<file path="config.mk">
export PLATFORM = sky130hd
export DESIGN_NAME = reg_dump_streamer
export DESIGN_NICKNAME = d
export VERILOG_FILES = /design/src/rtl/reg_dump_streamer.sv
export SDC_FILE = /design/constraint.sdc
export NUM_CORES = 1
export LEC_CHECK = 0
export ABC_CLOCK_PERIOD_IN_PS = 52400
export CAP_MARGIN = 20
export CORE_AREA = 2 2 411 413
export DETAILED_ROUTE_END_ITERATION = 10
export DIE_AREA = 0 0 413 415
export SLEW_MARGIN = 40
export SYNTH_ARGS = -nofsm -noshare
export SYNTH_HDL_FRONTEND = slang
export SYNTH_SLANG_ARGS = --single-unit
</file>
<file path="constraint.sdc">
create_clock -name clk -period 52.4 [get_ports clk]
set_input_delay 10.48 -clock clk [delete_from_list [all_inputs] [get_ports clk]]
set_output_delay 10.48 -clock clk [all_outputs]
set_load 0.05 [all_outputs]
</file>
<file path="src/rtl/reg_dump_streamer.sv">
// reg_dump_streamer
// Snapshots the flat register-file dump bus when start is accepted, then
// streams the snapshot out one register per valid/ready transfer. The sink
// therefore sees one coherent register state, even while the pipeline keeps
// running.
// Optional build macro: REG_DUMP_STREAMER_CSUM_EN adds a trailing word with
// out_idx = NREGS that carries the XOR of all snapshot words.
module reg_dump_streamer #(
  parameter int NREGS = 32,
  parameter int XLEN  = 32,
  parameter int IW    = $clog2(NREGS) + 1
) (
  input  logic                  clk,
  input  logic                  rst,
  input  logic [NREGS*XLEN-1:0] reg_dump,
  input  logic                  start,
  output logic                  busy,
  output logic                  out_valid,
  input  logic                  out_ready,
  output logic [XLEN-1:0]       out_data,
  output logic [IW-1:0]         out_idx,
  output logic                  out_last,
  output logic                  done
);

  localparam int AW = $clog2(NREGS);

`ifdef REG_DUMP_STREAMER_CSUM_EN
  // The checksum word is the final word of the stream.
  localparam logic [IW-1:0] CSUM_IDX = IW'(NREGS);
  localparam logic [IW-1:0] LAST_IDX = CSUM_IDX;
`else
  localparam logic [IW-1:0] LAST_IDX = IW'(NREGS - 1);
`endif

  typedef enum logic {
    S_IDLE,
    S_SEND
  } state_e;

  state_e          state_q, state_d;
  logic            busy_q, busy_d;
  logic            out_valid_q, out_valid_d;
  logic [XLEN-1:0] out_data_q, out_data_d;
  logic [IW-1:0]   out_idx_q, out_idx_d;
  logic            out_last_q, out_last_d;
  logic            done_q, done_d;
  logic            snap_en;
  logic [IW-1:0]   idx_nxt;
  logic [XLEN-1:0] word_nxt;

  logic [XLEN-1:0] shadow_q [NREGS];

  // Capture the whole dump on the accepting edge; it is only read while streaming.
  // NOTE: the snapshot array carries no reset; every word is written before it is read.
  always_ff @(posedge clk) begin
    if (snap_en) begin
      for (int i = 0; i < NREGS; i++) begin
        shadow_q[i] <= reg_dump[XLEN*i +: XLEN];
      end
    end
  end

`ifdef REG_DUMP_STREAMER_CSUM_EN
  logic [XLEN-1:0] csum;

  // XOR-reduce the snapshot to produce the trailing checksum word.
  always_comb begin
    csum = '0;
    for (int i = 0; i < NREGS; i++) begin
      csum = csum ^ shadow_q[i];
    end
  end

  // Select the word that follows the current one: a register or the checksum.
  always_comb begin
    idx_nxt  = out_idx_q + IW'(1);
    word_nxt = (idx_nxt == CSUM_IDX) ? csum : shadow_q[idx_nxt[AW-1:0]];
  end
`else
  // Select the register that follows the current one.
  always_comb begin
    idx_nxt  = out_idx_q + IW'(1);
    word_nxt = shadow_q[idx_nxt[AW-1:0]];
  end
`endif

  // Next-state and next-output logic. Outputs hold unless a start or transfer changes them.
  // NOTE: every signal assigned here gets a default first, so no latch is inferred.
  always_comb begin
    state_d     = state_q;
    busy_d      = busy_q;
    out_valid_d = out_valid_q;
    out_data_d  = out_data_q;
    out_idx_d   = out_idx_q;
    out_last_d  = out_last_q;
    done_d      = 1'b0;
    snap_en     = 1'b0;
    unique case (state_q)
      S_IDLE: begin
        if (start) begin
          // Word 0 is loaded straight from the bus; it equals the value being snapshotted.
          snap_en     = 1'b1;
          state_d     = S_SEND;
          busy_d      = 1'b1;
          out_valid_d = 1'b1;
          out_idx_d   = '0;
          out_data_d  = reg_dump[XLEN-1:0];
          out_last_d  = (LAST_IDX == '0);
        end
      end
      S_SEND: begin
        if (out_valid_q && out_ready) begin
          if (out_idx_q == LAST_IDX) begin
            state_d     = S_IDLE;
            busy_d      = 1'b0;
            out_valid_d = 1'b0;
            out_last_d  = 1'b0;
            done_d      = 1'b1;
          end else begin
            out_idx_d  = idx_nxt;
            out_data_d = word_nxt;
            out_last_d = (idx_nxt == LAST_IDX);
          end
        end
      end
      default: state_d = S_IDLE;
    endcase
  end

  // FSM state and registered outputs, with synchronous active-high reset.
  // NOTE: sequential state uses non-blocking assignments only.
  always_ff @(posedge clk) begin
    if (rst) begin
      state_q     <= S_IDLE;
      busy_q      <= 1'b0;
      out_valid_q <= 1'b0;
      out_data_q  <= '0;
      out_idx_q   <= '0;
      out_last_q  <= 1'b0;
      done_q      <= 1'b0;
    end else begin
      state_q     <= state_d;
      busy_q      <= busy_d;
      out_valid_q <= out_valid_d;
      out_data_q  <= out_data_d;
      out_idx_q   <= out_idx_d;
      out_last_q  <= out_last_d;
      done_q      <= done_d;
    end
  end

  assign busy      = busy_q;
  assign out_valid = out_valid_q;
  assign out_data  = out_data_q;
  assign out_idx   = out_idx_q;
  assign out_last  = out_last_q;
  assign done      = done_q;

endmodule
</file>
### Word level (Yosys, flattened, before mapping)

Memories as Yosys holds them, arrays and structs flattened.
Index checks and enable logic that the tools add are counted.

* flip-flop bits (word level): 42
* bits in writable memories: 1024
* bits of input ports: 1028
* output and inout port bits: 42
* logic and storage cells: 45
* memories kept: 1

* add/subtract/negate cells: 1
* equality and inequality tests: 6
* muxes and demuxes: 24
* bitwise operators: 2
* reductions and logical operators: 5

Memory list
* shadow_q: words 32, width 32, rd ports 1, clocked after Yosys merged registers in 0, write ports 32, line 52 `logic [XLEN-1:0] shadow_q [NREGS];`

Operators with widths (number)
* 32-bit two-way mux: 3
* 32-bit case mux with 2 select lines: 1
* 6-bit two-way mux: 3
* 1-bit two-way mux: 13
* 6-bit by 5-bit == test with 1-bit output, second input constant: 2
* 6-bit case mux with 2 select lines: 1
* 6-bit by 1-bit adder with 6-bit output, second input constant: 1
* 1-bit case mux with 2 select lines: 3
* 3-bit AND reduction: 2
* 2-bit by 1-bit inequality test with 1-bit output, second input constant: 2
* 2-bit inequality test, second input constant: 2
* 3-bit OR reduction: 1
* 1-bit NOT: 2
* 2-bit AND reduction: 1
* 1-bit logical AND: 1

### Longest topological paths before layout

Gate-level depths: netlist (run 1).

* depth in word-level cells: 5
* gate-level depth with buffers: 14

### Worst setup path before layout (run 1)

Ideal clock, no wire load.

* kind: input -> register
* from: input start
* to: register out_data_q[16], in the netlist out_data[16]
* data arrival time: 34.271 ns
* data required time: 52.243 ns
* path slack: 17.973 ns
* cell stages on the path: 5
* path buffers: 0
* path through: nand2b_1 > inv_1 > nor2_1 > a2111oi_0 > a211oi_1

* longest elaborated chain between the ends: 2

RTL lines
* start: declaration: line 16 `input logic start,`
* 2-bit inequality test (no line)
* 3-bit AND reduction (no line)
* end signal: assignment: line 146 `out_data_q <= out_data_d;`
* end: declaration: line 44 `logic [XLEN-1:0] out_data_q, out_data_d;`

No other way between the ends.
A chain may end at the register's enable or synchronous reset.

==> flow_summary.ini, run 1 <==
[status]
run_status = completed

[critical_path]
path_delay_family = buffers and inverters
cp.arrival_ns = 15.38
largest_incremental_delay_on_the_critical_path_ns = 0.75
rr_startpoint = out_idx[0]
critical-path-top-cell-by-count = buf_4
path_buf_inv = 7
worst_ep_required_time_ns = 52.80
crit_end = shadow_q[13][26]
r2r_setup_slack_ns = 46.99
crit_path_top_delay_cell = buf_4
critical_path_start_type = primary input
setup.worst_path.end_class = flip-flop
worst_r2r_endpoint = out_data[16]
worst_setup_path_startpoint = start
critical_path_class = in2reg
crit_fanout = 124
cp.depth = 8
crit_chain = clkdlybuf4s50_1 -> nand2b_1 -> inv_12 -> buf_4 -> buf_4 -> buf_4 -> buf_4 -> buf_6
r2r_cells = 10

[clocking]
clkLatencyLatePin_ns = 0.77
tritoncts_num_sinks = 1066
ctsHoldBuffers = 0
post_cts.resized_instances = 0
clk_path_buf_depth = 3
clock_pin_slew_of_the_registers_on_the_worst_case_setup_and_hold_paths_ns = 0.06
cts_buffers = 118
cts_post_setup_buffers_inserted = 0
root_buffer = clkbuf_16
cts_tree = yes
ctsHtreeMaxLevel = 3

[logic_synthesis]
synth_commonest_cells = edfxtp_1, mux4_2, nand2_1
yosys.area.top_type_share = 0.753
synth.top_cells.by_area = edfxtp_1, mux4_2, dfxtp_1
ys_async_sr_fraction = 0
synth.net_count = 3016
synthMostInstantiatedCell = edfxtp_1
synth.yosys.seq_area_share = 0.774
synth_enable_flop_cells = 1024
flip_flop_and_latch_count_after_synthesis = 1066
synth_largest_area_cell = edfxtp_1
netlist_instances = 1986
most_used_flip_flop_cell_after_synthesis = edfxtp_1
number_of_synthesis_warnings = 0
synthDistinctLibCells = 41
post_synth.cell_area_avg_sq_um = 20.6
mapped_area_sq_um = 40800

[drt]
violation_count_after_the_first_detailed_route_iteration = 2160
drt_drc_violations_left = 0
routed_wire_length_per_instance_um = 30.4
detail_route.wirelength.met1_um = 64400
wirelength_um = 165000
drtPass1Iterations = 7
routed-wl-met3_um = 13700
met2RoutedLength_um = 83700
via_count = 24700
viasPerCell = 4.54
top_signal_layer_used = met5
route.antenna.remaining_nets = 0

[sta]
finalWorstPathRequiredPeriod_ns = 14.98
tightestPinTransition_ns = 0.853
grt_setup_unrepaired = false
layout_setup_ws_ns = 37.42
timing.slew.headroom = 0.430
max_fclk_mhz = 66.8
setup_viol_count_final = 0
slew_viol_final = 0
fin_crit_sh = 0.286
hold_violations = 0
finClkSkew_ns = 0.0388
fin_setup_tns_ns = 0

[floorplanning]
io-pin-count = 1070
coreArea_sq_um = 167000
std_cell_rows = 150
dieWidth_um = 413
die_area_sq_um = 171000
chipHeight_um = 415
initial_core_util = 0.245

[finish]
share_of_cells_above_drive_strength_1 = 0.163
finish.net_count = 4141
syn_to_final_growth_pct = 43.3
fillCellCount = 15700
area_taken_by_multi_input_logic_gates_sq_um = 8760
layout.area.seq_sq_um = 31600

[global_route]
gr_ovfl_total = 0
wire_length_of_the_first_global_routing_pass_um = 217000
grt_start_max_net_pins = 125
gr-usage-all-layers = 0.188
grt_pass1_vias = 25300
grt_antenna_before_repair = 57

[power]
finalPower_w = 0.00206
power.ir.vdd_worst_uv = 24.6
power_leakage_nw = 19.0
power.density_nw_per_um2 = 35.2

[place]
detailedPlacementHpwl_um = 126000
place_worst_setup_slack_ns = 36.59
buffer_ports.inserted = 1069
gp_congestion = 0.859

[hold_path]
worst_hold_path_type = reg2reg

[job]
max-cap-violations = 0
worst min-delay path by stage:
stage	cells after the start	slack, ns	to	startpoint
3_5_place_dp	2	0.47	out_last	out_last
4_1_cts	2	0.48	out_last	out_last
3_3_place_gp	2	0.47	out_last	out_last
6_report	2	0.48	out_last	out_last
5_1_grt	2	0.51	out_last	out_last
2_1_floorplan	2	0.59	state_q	state_q
kinds of logic (layout without fill, tap and decap cells):
| group | count (synthesis) | after routing | share of synthesized area |
|---|---|---|---|
| flip-flops | 1066 | 1066 | 0.774 |
| AND/OR/NAND/NOR | 339 | 339 | 0.0353 |
| multiplexers | 322 | 322 | 0.145 |
| AO/OA/AOI/OAI | 130 | 130 | 0.0298 |
| buffers and inverters | 120 | 1349 | 0.0139 |
| XOR/XNOR | 7 | 7 | 0.00187 |
| adder cells (fa/ha/maj) | 2 | 2 | 0.000613 |
| other | 0 | 26 | 0 |
worst min-delay path, stage by stage, from the launching register on:
cell and delay (ns):
dfxtp_1 0.31, nand3_1 0.06, a21oi_1 0.05
area by class of cell:
type,count,area share
inverters,4,0.000492
clock inverters,76,0.0158
diodes,26,0.00111
flip-flops and latches,1066,0.540
clock buffers,148,0.0542
well taps,2204,0.0472
repair buffers,1121,0.191
multi-input cells,800,0.150
report_power, final:
group	internal [W]	leakage, nW	switching (W)
Clock	0.000519	1.98	0.000355
Combinational	0.0000970	6.96	0.0000785
Sequential	0.000991	10.1	0.0000172
Total	0.00161	19.0	0.000451
per-stage QoR:
stage          hold WS [ns]  instance area [sq um]   util  cells
5_1_grt               0.508                  58500  0.351   5434
3_5_place_dp          0.469                  54300  0.326   5194
2_1_floorplan         0.593                  40800      -   1986
3_3_place_gp          0.467                  54200  0.325   5188
4_1_cts               0.477                  58400  0.350   5418
6_report              0.477                  58500  0.351   5445
placed cells by master, fill, tap and decap left out, types with 18 or more instances in the layout:
cell type        netlist  layout
mux2i_1               71      69
clkbuf_1              62      23
mux2_2                41      41
clkbuf_16              0     121
clkinv_1               0      26
clkdlybuf4s50_1        0    1064
nand4_1               23      23
buf_4                  9      34
nand3_1               66      64
a311oi_1              31      31
bufinv_16              0      18
edfxtp_1            1024    1024
nand2_1              191     191
a32oi_1               23      23
o22a_1                24      24
a221oi_2              18      18
dfxtp_1               42      41
diode_2                0      26
nor2_1                45      41
mux4_2               210     210
metal layers:
metal	track usage	vias up
met4	0.0465	20
met2	0.324	1139
met3	0.0541	205
met1	0.228	12800
met5	0	-
li1	-	10500
sequential cells by signal, indices dropped and copies added (netlist names):
signal,count
shadow_q,1024
out_data,32
out_idx,6
done,1
out_last,1
out_valid,1
state_q,1
Note: power is estimated with default switching activity, not from simulation.
==> inputs of run 2 (changes only) <==
- ABC_CLOCK_PERIOD_IN_PS: 52400 -> 12700
- CORE_AREA: 2 2 411 413 -> 2 2 413 415
- DIE_AREA: 0 0 413 415 -> 0 0 415 417
- clock period: 52.4 -> 12.7 ns (I/O delays scaled with it)
==> flow_summary.ini, run 2 (same netlist as run 1, synthesis figures left out) <==
[critical_path]
path_delay_family = buffers and inverters
largest_incremental_delay_on_the_critical_path_ns = 0.62
crit_chain = clkdlybuf4s50_1 -> nand2b_2 -> clkinvlp_4 -> buf_12 -> buf_16 -> buf_16 -> buf_12 -> buf_6
r2r_setup_slack_ns = 7.91
r2r_cells = 9
path_buf_inv = 7
cp.arrival_ns = 5.70
critical_path_class = in2reg
crit_fanout = 150
crit_path_top_delay_cell = buf_6
rr_startpoint = out_idx[0]
worst_ep_required_time_ns = 13.09
worst_r2r_endpoint = out_data[1]
critical_path_start_type = primary input
setup.worst_path.end_class = flip-flop

[power]
power.density_nw_per_um2 = 143
power.ir.vdd_worst_uv = 102
comb_power_share = 0.087
netSwitchingFraction = 0.223
netSwitchingPower_w = 0.00187
clockPowerShare = 0.414
power.internal_w = 0.00649
power_leakage_nw = 18.9
power_frac_seq = 0.499

[sta]
setup_viol_count_final = 0
timing.slew.headroom = 0.418
grt_setup_unrepaired = false
finalWorstPathRequiredPeriod_ns = 5.31
finClkSkew_ns = 0.0326
fin_crit_sh = 0.418
tightestPinTransition_ns = 0.873
max_fclk_mhz = 188
hold_ws_ns = 0.497
hold_violations = 0
slew_viol_final = 0

[floorplanning]
dieWidth_um = 415
chipHeight_um = 417
std_cell_rows = 151
die_area_sq_um = 173000
initial_core_util = 0.242
io-pin-count = 1070
coreArea_sq_um = 169000

[drt]
drt_drc_violations_left = 0
via_count = 24900
wirelength_um = 166000
violation_count_after_the_first_detailed_route_iteration = 2750
viasPerCell = 4.57
routed_wire_length_per_instance_um = 30.5
drtPass1Iterations = 5
route.antenna.remaining_nets = 0

[place]
detailedPlacementHpwl_um = 126000
buffer_ports.inserted = 1069
gp_congestion = 0.858
placed_cells = 5198

[finish]
finish.net_count = 4132
instances_no_fill = 5445
largest_register_ff_count = 1024
top_library_cells_by_usage_in_the_layout_fill_and_taps_aside = clkdlybuf4s50_1, edfxtp_1, mux4_2, nand2_1, clkbuf_16
syn_to_final_growth_pct = 42.9
share_of_cells_above_drive_strength_1 = 0.159
biggest_register = shadow_q
layout.cells.most_common = clkdlybuf4s50_1

[global_route]
grt_use_met2 = 0.321
grt_use_met3 = 0.0411
grt_pass1_vias = 24700
gr-usage-all-layers = 0.185
globalRoute.busiestLayer = met2
grt_antenna_before_repair = 55
wire_length_of_the_first_global_routing_pass_um = 215000
groute.layer.met1.usage = 0.226
gr_ovfl_total = 0
grt_start_max_net_pins = 162

[hold_path]
min_from = out_data[1]
worst_hold_path_type = reg2reg
hold_depth = 2
hold-path-endpoint = out_data[1]

[clocking]
ctsHoldBuffers = 0
cts_tree = yes
ctsHtreeMaxLevel = 3
clkLatencyLatePin_ns = 0.76
clock_pin_slew_of_the_registers_on_the_worst_case_setup_and_hold_paths_ns = 0.06
post_cts.resized_instances = 0
root_buffer = clkbuf_16
clk_path_buf_depth = 3
cts_post_setup_buffers_inserted = 0
cts_buffers = 116
tritoncts_num_sinks = 1066

[status]
run_status = completed

[job]
max-cap-violations = 0
[run 2: cell count changes in the layout (fill, tap and decap cells not counted), moves of 3 or more]
cell,before,now
bufinv_16,18,15
clkinv_4,5,1
buf_16,0,6
inv_6,5,8
clkbuf_16,121,117
buf_4,34,27
clkinvlp_4,5,11
clkbuf_8,5,1
buf_6,11,4
[run 2: worst max-delay path by stage]
| stage | slack, ns | cells after the start | start | end |
|---|---|---|---|---|
| after CTS | 7.27 | 9 | out_idx[0] | out_data[24] |
| after global routing | 7.25 | 8 | start | shadow_q[9][31] |
| after floorplan | -6.18 | 7 | start | out_data[16] |
| final | 7.39 | 8 | start | shadow_q[9][31] |
| after detailed placement | 6.56 | 8 | start | shadow_q[9][31] |
| after global placement | 6.54 | 6 | start | shadow_q[14][31] |
[run 2: tightest hold or removal path: stages, from the launching register on]
cell      delay [ns]
dfxtp_1         0.31
nor2_1          0.09
a311oi_1        0.05
[run 2: routing by layer]
| metal | share of wire | routed length (um) |
|---|---|---|
| met4 | 0.028 | 4610 |
| met5 | 0.00080 | 133 |
| met2 | 0.52 | 85900 |
| met1 | 0.38 | 62900 |
| met3 | 0.074 | 12300 |
[run 2: per-stage QoR]
stage	area (sq um)	power (W)	utilization	worst slack, ns	setup TNS [ns]
2_1_floorplan	40800	0.00457	-	-6.18	-6123.72
5_1_grt	58300	0.00862	0.346	7.25	0
3_3_place_gp	54200	0.00496	0.321	6.54	0
6_report	58300	0.00836	0.346	7.39	0
4_1_cts	58100	0.00846	0.345	7.27	0
3_5_place_dp	54300	0.00497	0.322	6.56	0
[run 2: power groups by stage]
| stage | sequential [W] | clock (W) | combinational [W] |
|---|---|---|---|
| floorplan | 0.00435 | 0 | 0.000213 |
| global placement | 0.00424 | 0 | 0.000721 |
| detailed placement | 0.00424 | 0 | 0.000732 |
| CTS | 0.00417 | 0.00356 | 0.000734 |
| global route | 0.00418 | 0.00367 | 0.000767 |
| finish | 0.00417 | 0.00346 | 0.000726 |
[run 2: layout make-up]
type	instances	area [sq um]
Sequential cell	1066	31600
Inverter	4	20.0
Multi-Input combinational cell	800	8790
Clock inverter	76	811
Fill cell	16000	110000
Tap cell	2218	2780
Timing Repair Buffer	1114	11300
Antenna cell	27	67.6
Clock buffer	140	3010
